**src/rtl/conv_stage_param.sv**
```systemverilog
// Stage-2 convolution engine: buffers one ROWSxCOLSxCHANS feature map from the
// stage-1 BRAM, then computes a valid KxKxCHANS convolution per filter with a
// single MAC per cycle, emitting results on a valid/ready stream.
//
// state | meaning
// ------+--------------------------------------------------------------
// IDLE  | waiting for data_done
// LOAD  | streaming BRAM words into the tensor buffer (N+1 cycles)
// MAC   | accumulating K*K*CHANS taps for the current output
// EMIT  | presenting the result, waiting for res_ready
// DONE  | one-cycle frame_done pulse
module conv_stage_param #(
    parameter int DATA_W = 17,
    parameter int COEF_W = 8,
    parameter int ROWS   = 8,
    parameter int COLS   = 8,
    parameter int CHANS  = 3,
    parameter int K      = 3,
    parameter int NFILT  = 4,
    parameter int ACC_W  = 35,
    parameter int ADDR_W = 8,
    localparam int CS_W  = $clog2(NFILT*K*K*CHANS),
    localparam int IDX_W = $clog2(NFILT*(ROWS-K+1)*(COLS-K+1))
) (
    input  logic              clk,
    input  logic              reset,
    input  logic              data_done,
    input  logic              relu_en,
    output logic              busy,
    output logic              enable_read,
    output logic [ADDR_W-1:0] read_addr,
    input  logic [DATA_W-1:0] BRAM_input,
    output logic [CS_W-1:0]   coef_sel,
    input  logic [COEF_W-1:0] coef_data,
    output logic              res_valid,
    input  logic              res_ready,
    output logic [ACC_W-1:0]  res_data,
    output logic [IDX_W-1:0]  res_idx,
    output logic              frame_done
);

    localparam int N     = ROWS*COLS*CHANS;
    localparam int OROWS = ROWS-K+1;
    localparam int OCOLS = COLS-K+1;
    localparam int LC_W  = $clog2(N+1);
    localparam int CH_W  = (CHANS > 1) ? $clog2(CHANS) : 1;
    localparam int K_W   = (K > 1)     ? $clog2(K)     : 1;
    localparam int OR_W  = (OROWS > 1) ? $clog2(OROWS) : 1;
    localparam int OC_W  = (OCOLS > 1) ? $clog2(OCOLS) : 1;
    localparam int F_W   = (NFILT > 1) ? $clog2(NFILT) : 1;

    localparam logic [LC_W-1:0] LOAD_END = LC_W'(N);
    localparam logic [CH_W-1:0] CH_LAST  = CH_W'(CHANS-1);
    localparam logic [K_W-1:0]  K_LAST   = K_W'(K-1);
    localparam logic [OR_W-1:0] OR_LAST  = OR_W'(OROWS-1);
    localparam logic [OC_W-1:0] OC_LAST  = OC_W'(OCOLS-1);
    localparam logic [F_W-1:0]  F_LAST   = F_W'(NFILT-1);

    typedef enum logic [2:0] {
        S_IDLE,
        S_LOAD,
        S_MAC,
        S_EMIT,
        S_DONE
    } state_t;

    state_t state, state_next;

    logic [LC_W-1:0]  load_cnt;
    logic             wr_pend;
    logic [ADDR_W-1:0] wr_addr;
    logic [CH_W-1:0]  ch_cnt;
    logic [K_W-1:0]   kc_cnt;
    logic [K_W-1:0]   kr_cnt;
    logic [OC_W-1:0]  col_cnt;
    logic [OR_W-1:0]  row_cnt;
    logic [F_W-1:0]   filt_cnt;
    logic [IDX_W-1:0] idx_cnt;
    logic             relu_lat;
    logic signed [ACC_W-1:0] acc;

    logic signed [DATA_W-1:0] tensor [N];

    logic                     load_last;
    logic                     first_tap;
    logic                     last_tap;
    logic                     last_res;
    logic [ADDR_W-1:0]        tap_addr;
    logic [CS_W-1:0]          coef_idx;
    logic signed [DATA_W-1:0] x_s;
    logic signed [COEF_W-1:0] coef_s;
    logic signed [ACC_W-1:0]  prod_ext;
    logic [ACC_W-1:0]         res_clamped;

    assign load_last = (load_cnt == LOAD_END);
    assign first_tap = (ch_cnt == '0) && (kc_cnt == '0) && (kr_cnt == '0);
    assign last_tap  = (ch_cnt == CH_LAST) && (kc_cnt == K_LAST) && (kr_cnt == K_LAST);
    assign last_res  = (filt_cnt == F_LAST) && (row_cnt == OR_LAST) && (col_cnt == OC_LAST);

    // Tensor word and coefficient index for the current tap (ch fastest, then kc, then kr)
    assign tap_addr = ((ADDR_W'(row_cnt) + ADDR_W'(kr_cnt)) * ADDR_W'(COLS)
                       + ADDR_W'(col_cnt) + ADDR_W'(kc_cnt)) * ADDR_W'(CHANS)
                      + ADDR_W'(ch_cnt);
    assign coef_idx = ((CS_W'(filt_cnt) * CS_W'(K) + CS_W'(kr_cnt)) * CS_W'(K)
                       + CS_W'(kc_cnt)) * CS_W'(CHANS) + CS_W'(ch_cnt);

    // Both operands are sign-extended to ACC_W so the product is exact at full width
    assign x_s      = tensor[tap_addr];
    assign coef_s   = coef_data;
    assign prod_ext = ACC_W'(x_s) * ACC_W'(coef_s);

    assign res_clamped = (relu_lat && acc[ACC_W-1]) ? '0 : acc;

    assign read_addr  = enable_read ? ADDR_W'(load_cnt) : '0;
    assign coef_sel   = (state == S_MAC)  ? coef_idx    : '0;
    assign res_data   = (state == S_EMIT) ? res_clamped : '0;
    assign res_idx    = (state == S_EMIT) ? idx_cnt     : '0;

    // State register
    always_ff @(posedge clk) begin
        if (reset) begin
            state <= S_IDLE;
        end else begin
            state <= state_next;
        end
    end

    // Next-state and control outputs; res_valid depends on state only
    always_comb begin
        state_next  = state;
        busy        = 1'b0;
        enable_read = 1'b0;
        res_valid   = 1'b0;
        frame_done  = 1'b0;
        case (state)
            S_IDLE: begin
                if (data_done) state_next = S_LOAD;
            end
            S_LOAD: begin
                busy        = 1'b1;
                enable_read = !load_last;
                if (load_last) state_next = S_MAC;
            end
            S_MAC: begin
                busy = 1'b1;
                if (last_tap) state_next = S_EMIT;
            end
            S_EMIT: begin
                busy      = 1'b1;
                res_valid = 1'b1;
                if (res_ready) state_next = last_res ? S_DONE : S_MAC;
            end
            S_DONE: begin
                frame_done = 1'b1;
                state_next = S_IDLE;
            end
            default: state_next = S_IDLE;
        endcase
    end

    // Counters, accumulator and the one-cycle-delayed buffer write strobe
    always_ff @(posedge clk) begin
        if (reset) begin
            load_cnt <= '0;
            wr_pend  <= 1'b0;
            wr_addr  <= '0;
            ch_cnt   <= '0;
            kc_cnt   <= '0;
            kr_cnt   <= '0;
            col_cnt  <= '0;
            row_cnt  <= '0;
            filt_cnt <= '0;
            idx_cnt  <= '0;
            relu_lat <= 1'b0;
            acc      <= '0;
        end else begin
            wr_pend <= enable_read;
            wr_addr <= read_addr;
            case (state)
                S_IDLE: begin
                    if (data_done) begin
                        relu_lat <= relu_en;
                        load_cnt <= '0;
                        ch_cnt   <= '0;
                        kc_cnt   <= '0;
                        kr_cnt   <= '0;
                        col_cnt  <= '0;
                        row_cnt  <= '0;
                        filt_cnt <= '0;
                        idx_cnt  <= '0;
                        acc      <= '0;
                    end
                end
                S_LOAD: begin
                    if (!load_last) load_cnt <= load_cnt + LC_W'(1);
                end
                S_MAC: begin
                    acc <= (first_tap ? '0 : acc) + prod_ext;
                    if (ch_cnt == CH_LAST) begin
                        ch_cnt <= '0;
                        if (kc_cnt == K_LAST) begin
                            kc_cnt <= '0;
                            if (kr_cnt == K_LAST) kr_cnt <= '0;
                            else                  kr_cnt <= kr_cnt + K_W'(1);
                        end else begin
                            kc_cnt <= kc_cnt + K_W'(1);
                        end
                    end else begin
                        ch_cnt <= ch_cnt + CH_W'(1);
                    end
                end
                S_EMIT: begin
                    if (res_ready) begin
                        idx_cnt <= last_res ? '0 : idx_cnt + IDX_W'(1);
                        if (col_cnt == OC_LAST) begin
                            col_cnt <= '0;
                            if (row_cnt == OR_LAST) begin
                                row_cnt <= '0;
                                if (filt_cnt == F_LAST) filt_cnt <= '0;
                                else                    filt_cnt <= filt_cnt + F_W'(1);
                            end else begin
                                row_cnt <= row_cnt + OR_W'(1);
                            end
                        end else begin
                            col_cnt <= col_cnt + OC_W'(1);
                        end
                    end
                end
                default: ;
            endcase
        end
    end

    // Tensor buffer: BRAM word lands one cycle after its address; never cleared
    always_ff @(posedge clk) begin
        if (wr_pend) tensor[wr_addr] <= BRAM_input;
    end

endmodule

```
**config.mk**
```make
export PLATFORM = sky130hd
export DESIGN_NAME = conv_stage_param
export DESIGN_NICKNAME = d
export VERILOG_FILES = /design/src/rtl/conv_stage_param.sv
export SDC_FILE = /design/constraint.sdc
export NUM_CORES = 2
export LEC_CHECK = 0
export CELL_PAD_IN_SITES_DETAIL_PLACEMENT = 1
export CELL_PAD_IN_SITES_GLOBAL_PLACEMENT = 1
export CORE_ASPECT_RATIO = 1.5
export CORE_MARGIN = 1.5
export CORE_UTILIZATION = 42
export CTS_BUF_LIST = sky130_fd_sc_hd__clkbuf_8
export CTS_CLUSTER_DIAMETER = 120
export DETAILED_ROUTE_END_ITERATION = 7
export GPL_ROUTABILITY_DRIVEN = 0
export PLACE_DENSITY_LB_ADDON = 0.1
export SYNTH_ARGS = -nofsm -noshare
export SYNTH_HDL_FRONTEND = slang
export SYNTH_SLANG_ARGS = --single-unit
export TNS_END_PERCENT = 30
```
**constraint.sdc**
```tcl
create_clock -name clk -period 14 [get_ports clk]
set_clock_uncertainty 0.05 [all_clocks]
set_input_delay 1.4 -clock clk [delete_from_list [all_inputs] [get_ports clk]]
set_output_delay 1.4 -clock clk [all_outputs]
set_load 0.01 [all_outputs]
```
### Yosys cells after proc, flatten, opt, wreduce, memory -nomap -nowiden

Memory sizes are Yosys's and may differ from the RTL's.
Index checks and enable logic that the tools add are counted.
W data, S select, Z words.

| storage, ports and cells | value |
|---|---|
| memories | 1 |
| bits of input ports | 30 |
| logic and storage cells | 129 |
| memory bits (writable) | 3264 |
| flip-flop bits (word level) | 78 |

Memory list:

| name | words | width | read ports | clocked after Yosys merged registers in | wr ports | line | source |
|---|---|---|---|---|---|---|---|
| tensor | 192 | 17 | 1 | 0 | 1 | 82 | `logic signed [DATA_W-1:0] tensor [N];` |

| operators by class | value |
|---|---|
| equal/unequal tests | 20 |
| multiplexer cells | 49 |
| multipliers | 5 |
| reduce and logical (&&, ||, !) cells | 25 |
| add/subtract/negate cells | 16 |

Operators by type and width:

| kind | number |
|---|---|
| $mux W35 | 4 |
| $pmux W35 S2 | 1 |
| $mux W8 | 6 |
| $add A35 B35 Y35 | 1 |
| $mux W3 | 11 |
| $pmux W8 S2 | 2 |
| $mul A17 B8 Y25 | 1 |
| $mux W2 | 11 |
| $add A8 B1 Y8 const B | 2 |
| $add A8 B2 Y8 | 2 |
| $ne A2 B2 Y1 const B | 8 |
| $pmux W2 S2 | 4 |
| $add A7 B2 Y7 | 2 |
| $pmux W3 S2 | 2 |
| $pmux W3 S4 | 1 |
| $reduce_and A4 Y1 | 3 |
| $eq A3 B3 Y1 const B | 3 |
| $reduce_and A3 Y1 | 3 |
| $add A2 B1 Y2 const B | 4 |
| $add A7 B3 Y8 | 1 |
| $eq A2 B2 Y1 const B | 4 |
| $eq A8 B8 Y1 const B | 1 |
| $mul A8 B2 Y8 const B | 1 |
| $logic_and A1 B1 Y1 | 7 |
| other kinds (18) | 30 |

### Longest topological paths before layout

An unclocked memory read counts as a cell.

| depth | value |
|---|---|
| depth in word-level cells | 9 |
| mapped depth | 48 |
| depth with buffers taken out | 47 |

### Least setup slack after synthesis

No wires, ideal clock.

| timing | value |
|---|---|
| kind | register to register |
| from | register kc_cnt[0] |
| to | register acc[29] |
| stages on the path, launching flop included | 42 |
| data required time | 13823 ps |
| setup time | 127 ps |
| arrival time | 10612 ps |
| period minus slack after synthesis | 10789 ps |
| slack | 3211 ps |
| buffers on the path | 2 |
| cell sequence | dfxtp_1 -> ha_1 -> inv_1 -> fa_1 -> inv_1 -> fa_1 -> ha_1 -> inv_1 -> fa_1 -> xor2_2 -> buf_2 -> buf_2 -> mux4_2 -> mux4_2 -> a21o_1 -> and2_1 -> fa_1 -> fa_1 -> [... 6 more ...] -> o211ai_1 -> a221o_1 -> a31oi_1 -> a21oi_1 -> a21o_1 -> a21o_1 -> a21oi_1 -> xnor2_1 -> ha_1 -> a21o_1 -> a21o_1 -> a21oi_1 -> nor2b_1 -> o21ai_0 -> o311ai_1 -> a21o_1 -> nand3_1 -> or3b_1 |

| between the ends | value |
|---|---|
| longest elaborated chain between the ends | 7 |
| elaborated cells on any way between the ends | 11 |

Ends and longest elaborated chain:

| element | line | source |
|---|---|---|
| from (decl) | 73 | `logic [K_W-1:0] kc_cnt;` |
| from (signal assigned) | 206 | `kc_cnt <= kc_cnt + K_W'(1);` |
| $add A8 B2 Y8 | 102 | `+ ADDR_W'(col_cnt) + ADDR_W'(kc_cnt)) * ADDR_W'(CHANS)` |
| $mul A8 B2 Y8 | 102 |  |
| $add A8 B2 Y8 | 103 | `+ ADDR_W'(ch_cnt);` |
| $mem_v2 Z192 W17 | - |  |
| $mul A17 B8 Y25 | 110 | `assign prod_ext = ACC_W'(x_s) * ACC_W'(coef_s);` |
| $add A35 B35 Y35 (*) | 198 | `acc <= (first_tap ? '0 : acc) + prod_ext;` |
| $pmux W35 S2 (*) | 179 | `case (state)` |
| to (signal assigned) | 198 |  |
| to (decl) | 80 | `logic signed [ACC_W-1:0] acc;` |

Mark *: on every way between the ends. The rest lies on a longest branch, timed or not.
A chain may end at the register's enable or synchronous reset.

### Final worst setup path

Ends and elaborated chain as after synthesis.

==> results.cfg <==
[global_route]
grt_pass1_vias = 72200
antenna_found_initial = 30
grt_pass1_wl_um = 556000
grt_overflow_total = 0
grt_max_degree = 114
grt_use_total = 0.241

[synth]
syn_avg_cell_area_sq_um = 21.5
synthFlopType = edfxtp_1
synthDominantCellAreaShare = 0.721
synthCells = 6323
ys_types = 71
synth_area_leader_cell = edfxtp_1
synth_most_common_cell = edfxtp_1
synth_nets = 6594
synthTopCellsByArea = edfxtp_1, mux4_2, fa_1, dfxtp_1, ha_1
yosysWarningCount = 0
syn_area_sq_um = 136000
synth.yosys.seq_area_share = 0.732
synth-seq-cells = 3342
netlist_top_cells_count = edfxtp_1, mux4_2, nor2_1
synth_edf_count = 3264
async_reset_ff_frac = 0

[layout]
instances_no_fill = 11600
final_core_util = 0.477
area_growth_pct = 13.0
final_nets = 7225
final_area_sq_um = 154000
drive_above_1_share = 0.299

[clock_tree]
cts_tree = yes
h-tree-depth = 6
cts_hold_buf = 0
cts_root_buf = clkbuf_8
cts_made_buffers = 524
clock_path_buffers = 4
cts_resized = 0
worstSkewPairLatency_ns = 1.07
clkTransAtPathRegs_ns = 0.06
post_cts_buffers = 0
cts_sinks = 3342

[placed_design]
placed_area_sq_um = 144000
port_buffers = 91
dpl.hpwl_um = 243000
dp_cells = 10700

[critical_path]
crit_fanout = 29
crit_arrival_ns = 13.64
timing.rr.end = acc[29]
cp.required_ns = 14.85
rrSetupSlack_ns = 1.22
slowest_stage = xor2_4
crit_path_end_kind = flop
cp-start-kind = flop
r2r-start = kc_cnt[0]
worstRegToRegCells = 43
worst-setup-path-type = reg -> reg
max_stage_delay_ns = 0.80

[route]
vias_per_cell = 5.73
via_count = 66400
drtIter0Drc = 5824
finalWirelength_um = 391000
drc = 0
wl_per_cell_um = 33.8
postRouteAntennaNets = 0
drt_pass1_iterations = 5

[sta]
slew_viol_final = 0
max_freq_ghz = 0.0782
relSlewSlack = 0.173
fin_crit_sh = 0.913
rsz0062_at_grt = false
hold_viol_final = 0
setup_viol = 0
fin_tns_setup_ns = 0
worst_pin_slew_ns = 1.24
period_needed_ns = 12.78

[worst_hold_path]
whs_path_depth = 2
hp-start = acc[19]
hold_class = reg -> reg
min_to = acc[19]

[floorplanning]
start_util = 0.423
dieHeight_um = 700
dieArea_sq_um = 327000
core-area_sq_um = 322000
fp.dieW_um = 468
pin_count = 92
row_count = 255

[run]
drv_cap = 0

[outcome]
status = completed
==> per-layer routing <==
metal | routed length (um) | GRT usage | share of wire
met1 | 151000 | 0.302 | 0.39
met5 | 13 | 0 | 0.000033
met2 | 209000 | 0.429 | 0.54
met4 | 12200 | 0.0747 | 0.031
met3 | 18900 | 0.0334 | 0.048
==> state kept, by name (all words and copies together) (netlist names) <==
| name | count |
|---|---|
| tensor | 3264 |
| wr_addr | 8 |
| idx_cnt | 8 |
| wr_pend | 1 |
| kr_cnt | 2 |
| ch_cnt | 2 |
| filt_cnt | 2 |
| col_cnt | 3 |
| state | 3 |
| acc | 35 |
| kc_cnt | 2 |
| load_cnt | 8 |
| row_cnt | 3 |
| relu_lat | 1 |
==> layout make-up <==
type / instances / area [sq um]
inverters: 179 / 672
fillers: 28900 / 168000
flip-flops and latches: 3342 / 99600
repair buffers: 405 / 3780
clock buffers: 550 / 7570
diodes: 10 / 25.0
well taps: 4240 / 5310
multi-input cells: 2502 / 35000
clock inverters: 358 / 1720
==> cells in the final DEF (no fill, tap or decap), drive strengths merged, types with 120 or more instances in the layout <==
cell type and n:
inv 367, clkinv 144, ha 121, fa 120, and2 170, buf 332, clkbuf 550, edfxtp 3264
nand2 171, mux4 1058, nor2 319
==> critical path: cells and delay by family, from the launching register on <==
family	cells	cell delay, ns
buf+inv	8	0.94
xor+xnor	2	0.97
fa+ha+maj	11	4.54
simple gates	5	1.12
compound gates	15	3.21
mux	2	1.21
flops	1	0.45
==> stage by stage <==
stage / hold slack (ns) / setup WS, ns
floorplan: 0.380 / 3.21
global placement: 0.406 / 1.27
detailed placement: 0.414 / 1.20
CTS: 0.429 / 1.14
global route: 0.457 / 0.667
finish: 0.427 / 1.22
==> cell families after synthesis <==
kind of cell / Yosys count / synth area share
buffers and inverters: 479 / 0.0159
AO/OA/AOI/OAI: 248 / 0.0117
XOR/XNOR: 88 / 0.00583
multiplexers: 1062 / 0.175
flip-flops: 3342 / 0.732
AND/OR/NAND/NOR: 863 / 0.0303
adder cells (fa/ha/maj): 241 / 0.0288
==> worst max-delay path by stage <==
stage | from | endpoint | slack, ns
final | kc_cnt[0] | acc[29] | 1.22
after global routing | kc_cnt[0] | acc[33] | 0.67
after CTS | kc_cnt[0] | acc[29] | 1.14
after detailed placement | kc_cnt[0] | acc[29] | 1.20
after global placement | kc_cnt[0] | acc[33] | 1.27
after floorplan | kc_cnt[0] | acc[29] | 3.21
Power is left out: the tool's default activity adds up to more than one toggle a clock period on the data nets, which glitch-free logic cannot reach.
